### config.mk
export PLATFORM = sky130hd
export DESIGN_NAME = agc_gain_sequencer_flat
export DESIGN_NICKNAME = d
export VERILOG_FILES = /design/src/rtl/agc_gain_sequencer_if.sv /design/src/rtl/agc_gain_sequencer.sv /design/src/flat_wrapper.sv
export SDC_FILE = /design/constraint.sdc
export NUM_CORES = 1
export LEC_CHECK = 0
export BUFFER_PORTS_ARGS = -buffer_cell sky130_fd_sc_hd__clkbuf_2
export CAP_MARGIN = 0
export CORE_MARGIN = 4
export CORE_UTILIZATION = 25
export DETAILED_ROUTE_END_ITERATION = 8
export GPL_TIMING_DRIVEN = 1
export PLACE_DENSITY = 0.55
export SYNTH_ARGS = -nofsm -noshare
export SYNTH_HDL_FRONTEND = slang
export SYNTH_SLANG_ARGS = --single-unit
### constraint.sdc
create_clock -name clk -period 2.3 [get_ports clk]
set_input_delay 0.46 -clock clk [delete_from_list [all_inputs] [get_ports clk]]
set_output_delay 0.46 -clock clk [all_outputs]
set_load 0.005 [all_outputs]
### src/rtl/agc_gain_sequencer_if.sv
// agc_gain_sequencer_if: AGC request, ADC sample stream and PGA control bundle.
// The master side is the AGC logic plus ADC; the slave side is the sequencer.
interface agc_gain_sequencer_if #(
  parameter int DATA_W = 12,
  parameter int GAIN_W = 2
);
  logic              adc_en;
  logic [DATA_W-1:0] adc_data;
  logic              req_valid;
  logic [GAIN_W-1:0] req_gain;
  logic              req_ready;
  logic [GAIN_W-1:0] pga_gain;
  logic              pga_mute;
  logic              out_valid;
  logic [DATA_W-1:0] out_data;
  logic [GAIN_W-1:0] out_gain;
  logic              blanking;

  modport master (
    output adc_en, adc_data, req_valid, req_gain,
    input  req_ready, pga_gain, pga_mute, out_valid, out_data, out_gain, blanking
  );

  modport slave (
    input  adc_en, adc_data, req_valid, req_gain,
    output req_ready, pga_gain, pga_mute, out_valid, out_data, out_gain, blanking
  );
endinterface

### src/rtl/agc_gain_sequencer.sv
// agc_gain_sequencer: applies AGC gain requests to the PGA with a
// break-before-make mute, blanks ADC samples while the PGA settles, and
// enforces a dwell (in ADC strobes) before another change is accepted.
// Optional statistics counters: define AGC_SEQ_STATS_EN.
module agc_gain_sequencer #(
  parameter int DATA_W         = 12,
  parameter int GAIN_W         = 2,
  parameter int MAX_GAIN       = 3,
  parameter int INIT_GAIN      = 0,
  parameter int MUTE_CYCLES    = 4,
  parameter int SETTLE_SAMPLES = 16,
  parameter int DWELL_SAMPLES  = 256
) (
  input  logic clk,
  input  logic rst,
  agc_gain_sequencer_if.slave bus
`ifdef AGC_SEQ_STATS_EN
  ,
  output logic [15:0] switch_count,
  output logic [15:0] drop_count
`endif
);
  // Counter widths; zero-length parameters still get a 1-bit counter.
  localparam int MW = $clog2(MUTE_CYCLES + 1);
  localparam int SW = (SETTLE_SAMPLES > 0) ? $clog2(SETTLE_SAMPLES + 1) : 1;
  localparam int DW = (DWELL_SAMPLES > 0) ? $clog2(DWELL_SAMPLES + 1) : 1;
  localparam int SETTLE_LAST = (SETTLE_SAMPLES > 0) ? SETTLE_SAMPLES - 1 : 0;
  localparam logic [GAIN_W:0]   MAXG_EXT   = (GAIN_W + 1)'(MAX_GAIN);
  localparam logic [GAIN_W-1:0] INIT_G     = GAIN_W'(INIT_GAIN);
  localparam logic [DW-1:0]     DWELL_LOAD = DW'(DWELL_SAMPLES);

  typedef enum logic [1:0] {RUN, MUTE, SWITCH, SETTLE} state_t;

  state_t            state, state_n;
  logic [MW-1:0]     mute_cnt;
  logic [SW-1:0]     settle_cnt;
  logic [DW-1:0]     dwell_cnt;
  logic [GAIN_W-1:0] tgt_q, req_tgt, pga_gain_q, out_gain_q;
  logic [DATA_W-1:0] out_data_q;
  logic              pga_mute_q, blanking_q, out_valid_q;
  logic              ready, accept, change, mute_last, settle_last, fwd;

  // Requests above the legal range are clamped rather than rejected.
  assign req_tgt     = ({1'b0, bus.req_gain} > MAXG_EXT) ? MAXG_EXT[GAIN_W-1:0] : bus.req_gain;
  assign ready       = (state == RUN) && (dwell_cnt == '0);
  assign accept      = bus.req_valid && ready;
  assign change      = accept && (req_tgt != pga_gain_q);
  assign mute_last   = (mute_cnt == MW'(MUTE_CYCLES - 1));
  assign settle_last = (settle_cnt == SW'(SETTLE_LAST));
  assign fwd         = bus.adc_en && (state == RUN);

  assign bus.req_ready = ready;
  assign bus.pga_gain  = pga_gain_q;
  assign bus.pga_mute  = pga_mute_q;
  assign bus.blanking  = blanking_q;
  assign bus.out_valid = out_valid_q;
  assign bus.out_data  = out_data_q;
  assign bus.out_gain  = out_gain_q;

  // State register.
  always_ff @(posedge clk or posedge rst) begin
    if (rst) state <= RUN;
    else     state <= state_n;
  end

  // Next-state: a same-gain request is absorbed in RUN without a sequence.
  always_comb begin
    state_n = state;
    case (state)
      RUN:     if (change) state_n = MUTE;
      MUTE:    if (mute_last) state_n = SWITCH;
      SWITCH:  state_n = (SETTLE_SAMPLES == 0) ? RUN : SETTLE;
      SETTLE:  if (bus.adc_en && settle_last) state_n = RUN;
      default: state_n = RUN;
    endcase
  end

  // Sequencing counters, target latch, PGA gain and registered mute/blanking.
  always_ff @(posedge clk or posedge rst) begin
    if (rst) begin
      mute_cnt   <= '0;
      settle_cnt <= '0;
      dwell_cnt  <= '0;
      tgt_q      <= INIT_G;
      pga_gain_q <= INIT_G;
      pga_mute_q <= 1'b0;
      blanking_q <= 1'b0;
    end else begin
      pga_mute_q <= (state_n == MUTE) || (state_n == SWITCH);
      blanking_q <= (state_n != RUN);
      case (state)
        RUN: begin
          if (change) begin
            tgt_q    <= req_tgt;
            mute_cnt <= '0;
          end
          if (bus.adc_en && dwell_cnt != '0) dwell_cnt <= dwell_cnt - 1'b1;
        end
        MUTE: if (!mute_last) mute_cnt <= mute_cnt + 1'b1;
        SWITCH: begin
          pga_gain_q <= tgt_q;
          settle_cnt <= '0;
          if (SETTLE_SAMPLES == 0) dwell_cnt <= DWELL_LOAD;
        end
        SETTLE: if (bus.adc_en) begin
          // The exiting strobe is the last blanked one; dwell starts after it.
          if (settle_last) dwell_cnt  <= DWELL_LOAD;
          else             settle_cnt <= settle_cnt + 1'b1;
        end
        default: ;
      endcase
    end
  end

  // Output sample register: forward only RUN samples, tagged with the live gain.
  always_ff @(posedge clk or posedge rst) begin
    if (rst) begin
      out_valid_q <= 1'b0;
      out_data_q  <= '0;
      out_gain_q  <= INIT_G;
    end else begin
      out_valid_q <= fwd;
      if (fwd) begin
        out_data_q <= bus.adc_data;
        out_gain_q <= pga_gain_q;
      end
    end
  end

`ifdef AGC_SEQ_STATS_EN
  // Saturating counts of SWITCH entries and strobes discarded outside RUN.
  always_ff @(posedge clk or posedge rst) begin
    if (rst) begin
      switch_count <= '0;
      drop_count   <= '0;
    end else begin
      if (state == MUTE && mute_last && switch_count != 16'hFFFF) switch_count <= switch_count + 1'b1;
      if (bus.adc_en && state != RUN && drop_count != 16'hFFFF)   drop_count   <= drop_count + 1'b1;
    end
  end
`endif
endmodule
### src/flat_wrapper.sv
// flat-port wrapper written by rule: the top's interface ports become plain ports
module agc_gain_sequencer_flat 
#(
  parameter int DATA_W         = 12,
  parameter int GAIN_W         = 2,
  parameter int MAX_GAIN       = 3,
  parameter int INIT_GAIN      = 0,
  parameter int MUTE_CYCLES    = 4,
  parameter int SETTLE_SAMPLES = 16,
  parameter int DWELL_SAMPLES  = 256
)
  (clk, rst, bus_adc_en, bus_adc_data, bus_req_valid, bus_req_gain, bus_req_ready, bus_pga_gain, bus_pga_mute, bus_out_valid, bus_out_data, bus_out_gain, bus_blanking);
  agc_gain_sequencer_if #(.DATA_W(DATA_W), .GAIN_W(GAIN_W)) bus_i ();
  input  logic clk;
  input  logic rst;
  input wire logic [$bits(bus_i.adc_en)-1:0] bus_adc_en;
  input wire logic [$bits(bus_i.adc_data)-1:0] bus_adc_data;
  input wire logic [$bits(bus_i.req_valid)-1:0] bus_req_valid;
  input wire logic [$bits(bus_i.req_gain)-1:0] bus_req_gain;
  output wire logic [$bits(bus_i.req_ready)-1:0] bus_req_ready;
  output wire logic [$bits(bus_i.pga_gain)-1:0] bus_pga_gain;
  output wire logic [$bits(bus_i.pga_mute)-1:0] bus_pga_mute;
  output wire logic [$bits(bus_i.out_valid)-1:0] bus_out_valid;
  output wire logic [$bits(bus_i.out_data)-1:0] bus_out_data;
  output wire logic [$bits(bus_i.out_gain)-1:0] bus_out_gain;
  output wire logic [$bits(bus_i.blanking)-1:0] bus_blanking;
  assign bus_i.adc_en = bus_adc_en;
  assign bus_i.adc_data = bus_adc_data;
  assign bus_i.req_valid = bus_req_valid;
  assign bus_i.req_gain = bus_req_gain;
  assign bus_req_ready = bus_i.req_ready;
  assign bus_pga_gain = bus_i.pga_gain;
  assign bus_pga_mute = bus_i.pga_mute;
  assign bus_out_valid = bus_i.out_valid;
  assign bus_out_data = bus_i.out_data;
  assign bus_out_gain = bus_i.out_gain;
  assign bus_blanking = bus_i.blanking;
  agc_gain_sequencer #(.DATA_W(DATA_W), .GAIN_W(GAIN_W), .MAX_GAIN(MAX_GAIN), .INIT_GAIN(INIT_GAIN), .MUTE_CYCLES(MUTE_CYCLES), .SETTLE_SAMPLES(SETTLE_SAMPLES), .DWELL_SAMPLES(DWELL_SAMPLES)) u_core (.clk(clk), .rst(rst), .bus(bus_i));
endmodule
# --- Word-level counts from Yosys, hierarchy flattened ---
# Index checks and enable logic that the tools add are counted.
classes:
  muxes: 14
  n_addsub: 3
  eq_ne: 14
  n_reduce_logical: 18
op_table:
  columns: ["operator", "n"]
  rows:
  - ["2-to-1 mux 9 bit", 3]
  - ["one-hot mux 9 bit (2 select lines)", 1]
  - ["2-to-1 mux 5 bit", 2]
  - ["one-hot mux 5 bit (2 select lines)", 1]
  - ["zero test 9 bit", 1]
  - ["nonzero test 9 bit", 1]
  - ["subtractor 9 x 1 -> 9 bit, second input constant", 1]
  - ["inequality test 2 bit, second input constant", 4]
  - ["one-hot mux 2 bit (4 select lines)", 1]
  - ["nonzero test 2 bit", 4]
  - ["equality test 2 bit, second input constant", 3]
  - ["logical AND 1 bit", 6]
  - ["2-to-1 mux 2 bit", 3]
  - ["2-to-1 mux 3 bit", 2]
  - ["one-hot mux 3 bit (2 select lines)", 1]
  - ["AND reduction 3 bit", 2]
  - ["adder 5 x 1 -> 5 bit, second input constant", 1]
  - ["equality test 5 x 4 -> 1 bit, second input constant", 1]
  - ["equality test 2 x 1 -> 1 bit, second input constant", 2]
  - ["inequality test 2 x 1 -> 1 bit, second input constant", 2]
  - ["AND reduction 4 bit", 1]
  - ["adder 3 x 1 -> 3 bit, second input constant", 1]
  - ["equality test 3 x 2 -> 1 bit, second input constant", 1]
  - ["zero test 2 bit", 1]
  - ["other kinds (3)", 3]
word_totals:
  output_inout_bits: 20
  ff_bits: 40

# --- Longest topological paths before layout ---
depth:
  depth_word: 8
  ltp_mapped: 10

# --- Worst setup path before layout ---
# Ideal clock, no wire load.
synth_timing:
  path_type: "reg-to-reg"
  start: "register u_core.dwell_cnt[2]"
  end: "register u_core.pga_mute_q, in the netlist u_core.bus.pga_mute"
  arrival_time_ps: 1878
  required_ps: 2174
  path_buffers: 2
  path_stages_with_launch: 8
  setup_ps: 126
  slack_ps: 296
  path_cell_list: "dfrtp_1 or4_4 and3b_1 buf_6 and3_1 buf_6 nor2b_1 ha_1"
synth_between:
  elab_chain_len: 8
  elab_cells_between_ends: 9
  classes_between: "eq/ne (2); mux (2); reduce/logical (5)"
synth_rtl:
  columns: ["element", "line", "text"]
  rows:
  - ["start: declaration", "agc_gain_sequencer.sv:37", "logic [DW-1:0] dwell_cnt;"]
  - ["start signal: assignment", "agc_gain_sequencer.sv:97", "if (bus.adc_en && dwell_cnt != '0) dwell_cnt <= dwell_cnt - 1'b1;"]
  - ["zero test 9 bit (*)", "agc_gain_sequencer.sv:45", "assign ready = (state == RUN) && (dwell_cnt == '0);"]
  - ["logical AND 1 bit (*)", "agc_gain_sequencer.sv:45", null]
  - ["via bus_req_ready", "flat_wrapper.sv:20", "output wire logic [$bits(bus_i.req_ready)-1:0] bus_req_ready;"]
  - ["logical AND 1 bit (*)", "agc_gain_sequencer.sv:46", "assign accept = bus.req_valid && ready;"]
  - ["logical AND 1 bit (*)", "agc_gain_sequencer.sv:47", "assign change = accept && (req_tgt != pga_gain_q);"]
  - ["2-to-1 mux 2 bit (*)", "agc_gain_sequencer.sv:70", "RUN: if (change) state_n = MUTE;"]
  - ["one-hot mux 2 bit (4 select lines) (*)", "agc_gain_sequencer.sv:69", "case (state)"]
  - ["equality test 2 x 1 -> 1 bit / equality test 2 bit (equally long branches)", "agc_gain_sequencer.sv:89", "pga_mute_q <= (state_n == MUTE) || (state_n == SWITCH);"]
  - ["logical OR 1 bit (*)", "agc_gain_sequencer.sv:89", null]
  - ["end signal: assignment", "agc_gain_sequencer.sv:89", null]
  - ["end: declaration", "agc_gain_sequencer.sv:40", "logic pga_mute_q, blanking_q, out_valid_q;"]
# The timed path passes the listed nets; every way through them passes the cells marked *.
# A chain may end at the register's enable or synchronous reset.

# --- Worst setup path after layout ---
layout_timing:
  start: "register u_core.dwell_cnt[3]"
  end: "output port bus_req_ready"
layout_between:
  elab_chain_len: 2
layout_rtl:
  columns: ["element", "line"]
  rows:
  - ["zero test 9 bit", "agc_gain_sequencer.sv:45"]
  - ["logical AND 1 bit", "agc_gain_sequencer.sv:45"]
  - ["end: declaration", "flat_wrapper.sv:20"]
# No other way between the ends.

==> impl_metrics.toml <==
[logic_synthesis]
synth_seq_cells = 40
synth_top_flop_cell = "dfrtp_1"
synthMuxAreaShare_pct = 15.2
synth_top_area_cell = "dfrtp_1"
synth_fa_ha_area_share_pct = 4.05
synth_simple_gate_area_share_pct = 14.2
yosys.area.top_type_share_pct = 54.0
synth.area.top_cells = "dfrtp_1, mux2_2, ha_1, nand2_1, mux2i_1"
yosys_warnings = 0
synth_edf_count = 0
synth_compound_area_share_pct = 7.22
syn_area_mm2 = 0.00185
yosysSeqAreaShare_pct = 54.0
synthCells = 155
synth.avg_cell_area_um2 = 12.0
ys_async_sr_fraction_pct = 100
synth_top_family_by_area = "multiplexers"
synth_fp_nets = 179
yosysUniqueCellTypes = 41
synthXorXnorAreaFrac_pct = 1.42

[routing]
viasPerCell = 4.33
wl_per_cell_um = 12.0
detail-route-antenna-nets = 0
first_iter_violations = 39
drcViolationCount = 0
wl_um = 3630
wl_met2_um = 1740
wl_met3_um = 153
first_pass_iters = 4
top_layer_used = "met4"
vias = 1309
m1WireLength_um = 1700

[die]
die_h_um = 94.1
placementRows = 31
die_w_um = 94.1
pin_count = 38
dieArea_mm2 = 0.00886
start_util_pct = 25.7
coreArea_mm2 = 0.00721

[finish]
nFillCells = 773
area_growth_pct = 23.3
multiInputGateArea_um2 = 788
antenna_cells = 0
nNetsFinal = 226
drive_gt1_share_pct = 37.9
utilization_pct = 31.7
finish.instance_area_mm2 = 0.00229
register_area_mm2 = 0.00100

[clock_network]
clk_latency_ps = 290
cts.sinks = 40
clockBufferDepth = 2
cts_tree = "built"
cts_root_buffer = "clkbuf_8"
cts-htree-levels = 2
hold_buffers = 0
cts_buffers = 5
path_clk_slew_ps = 80

[sta]
post-route-period-util_pct = 97.1
rsz0062_at_grt = "false"
setup_slack_ps = 65.9
worst_slew_pin_slew_ps = 509
finalMaxSlewViolations = 0
final_hold_viol_count = 0
period_needed_ps = 2230
setup_violations = 0
fmax_mhz = 448
finalSetupTns_ps = 0
slew-limit-headroom_pct = 66.0
skew_ps = 7.86

[setup_path]
critPathRequiredTime_ps = 1840
cpMaxStageDelayCell = "or4_4"
cp_num_buf_inv = 2
reg2reg_to = "u_core.bus.pga_mute"
worstPathCellList = "or4_4 > and3b_2 > buf_4 > clkbuf_2"
max_stage_delay_ps = 540
cp-end-kind = "output port"
worst-r2r-setup-slack_ps = 160
crit_cells = 4
rr_worst_depth = 6
critPathTopFamily = "simple AND/OR/NAND/NOR gates"
r2r-start = "u_core.dwell_cnt[3]"
cp-start-kind = "flip-flop"
path_class = "reg -> out"
worstPathMaxFanout = 7
arrival_ps = 1770

[pwr]
seqPwrFrac_pct = 46.9
internal-power_w = 0.00176
p_total_w = 0.00262
comb_power_share_pct = 34.8
swShare_pct = 32.6
power_frac_clock_pct = 18.3
ir_drop_v = 0.000456
p_leak_nw = 1.09
p_switching_w = 0.000854
powerDensity_mw_per_mm2 = 1150

[place]
dpl.hpwl_um = 2630
numPortBuffers = 37
pre_cts_slack_ps = 194
gp_congestion = 0.729
dpl-instance-area_mm2 = 0.00217

[grt]
grt_pass1_vias = 1387
grt_usage_pct = 8.77
grt_max_degree = 41
antenna_found_initial = 0
overflow = 0
grt_pass1_wl_um = 6220

[job]
drv_cap = 0

[worst_hold_path]
hold_class = "in -> async"

[outcome]
outcome = "completed"
[power by group through the flow]
stage,registers (W),clock network (W),logic (W)
global route,0.00127,0.000534,0.00106
detailed placement,0.00125,0,0.000910
finish,0.00123,0.000479,0.000911
floorplan,0.00122,0,0.000598
global placement,0.00123,0,0.000890
CTS,0.00123,0.000506,0.000934
[worst min-delay path: stages]
cell and delay, ps:
clkbuf_2 80, inv_1 40, buf_4 430
[placed cells by master, fill, tap and decap left out, types with 2 or more instances in the layout]
master | Yosys | layout
dfrtp_1 | 40 | 40
clkbuf_2 | 0 | 37
mux2_2 | 18 | 18
nand2_1 | 15 | 15
inv_1 | 10 | 10
nor2_1 | 8 | 8
buf_4 | 0 | 8
ha_1 | 6 | 6
clkbuf_8 | 0 | 6
mux2i_1 | 5 | 5
nor2b_1 | 4 | 4
o21ai_0 | 4 | 4
xnor2_1 | 3 | 3
o22ai_1 | 3 | 3
a21oi_1 | 3 | 3
and3_1 | 2 | 2
nand4_1 | 2 | 2
mux2_4 | 2 | 2
a22o_1 | 2 | 2
o2bb2ai_1 | 2 | 2
clkbuf_1 | 2 | 2
[synth_stat cells (2+ instances only)]
| cell type | count |
|---|---|
| and3_1 | 2 |
| nor2b_1 | 4 |
| a22o_1 | 2 |
| clkbuf_1 | 2 |
| mux2_4 | 2 |
| nand2_1 | 15 |
| o2bb2ai_1 | 2 |
| buf_6 | 2 |
| dfrtp_1 | 40 |
| ha_1 | 6 |
| nor2_1 | 8 |
| nand4_1 | 2 |
| o22ai_1 | 3 |
| a21oi_1 | 3 |
| xnor2_1 | 3 |
| mux2i_1 | 5 |
| mux2_2 | 18 |
| inv_1 | 10 |
| o21ai_0 | 4 |
[state kept, by name, summed over array words and instances, names as in the netlist]
register / cells
u_core.bus.blanking: 1
u_core.mute_cnt: 3
u_core.bus.out_gain: 2
u_core.bus.out_valid: 1
u_core.settle_cnt: 5
u_core.tgt_q: 2
u_core.bus.out_data: 12
u_core.dwell_cnt: 9
u_core.state: 2
u_core.bus.pga_mute: 1
u_core.bus.pga_gain: 2
[worst max-delay path by stage]
stage,from,endpoint,slack [ps]
final,u_core.dwell_cnt[3],bus_req_ready,70
after global routing,u_core.dwell_cnt[3],bus_req_ready,5
after CTS,u_core.dwell_cnt[3],bus_req_ready,20
after detailed placement,u_core.dwell_cnt[0],u_core.bus.pga_mute,190
after global placement,u_core.dwell_cnt[2],u_core.bus.pga_mute,250
after floorplan,u_core.dwell_cnt[2],u_core.bus.pga_mute,300
[metrics by stage]
step,cells,hold slack [ps]
after global routing,302,307
final,302,268
after floorplan,155,464
after global placement,292,489
after CTS,301,282
after detailed placement,292,497
[metal layers]
metal,track usage [%],up-vias
met4,2.65,0
met1,10.8,638
met2,14.7,25
li1,-,641
met3,2.72,5
met5,0,-
[area by class of cell]
| cell class | count | area share (%) |
|---|---|---|
| clock buffers | 8 | 3.94 |
| inverters | 10 | 1.64 |
| multi-input cells | 100 | 34.5 |
| flip-flops and latches | 40 | 43.8 |
| well taps | 99 | 5.42 |
| repair buffers | 45 | 10.7 |
[kinds of logic after synthesis]
logic type,count (synthesis)
compound gates,20
xor+xnor,3
fa+ha+maj,6
buf+inv,15
flops,40
mux,25
simple gates,46
[timing repair]
item | 4_1_cts | 5_1_grt
buffers inserted | 1 | 1
pin swaps | 0 | 0
gates resized for setup | 2 | 0
setup endpoints to repair | 1 | 1
(Power assumes the default switching activity.)
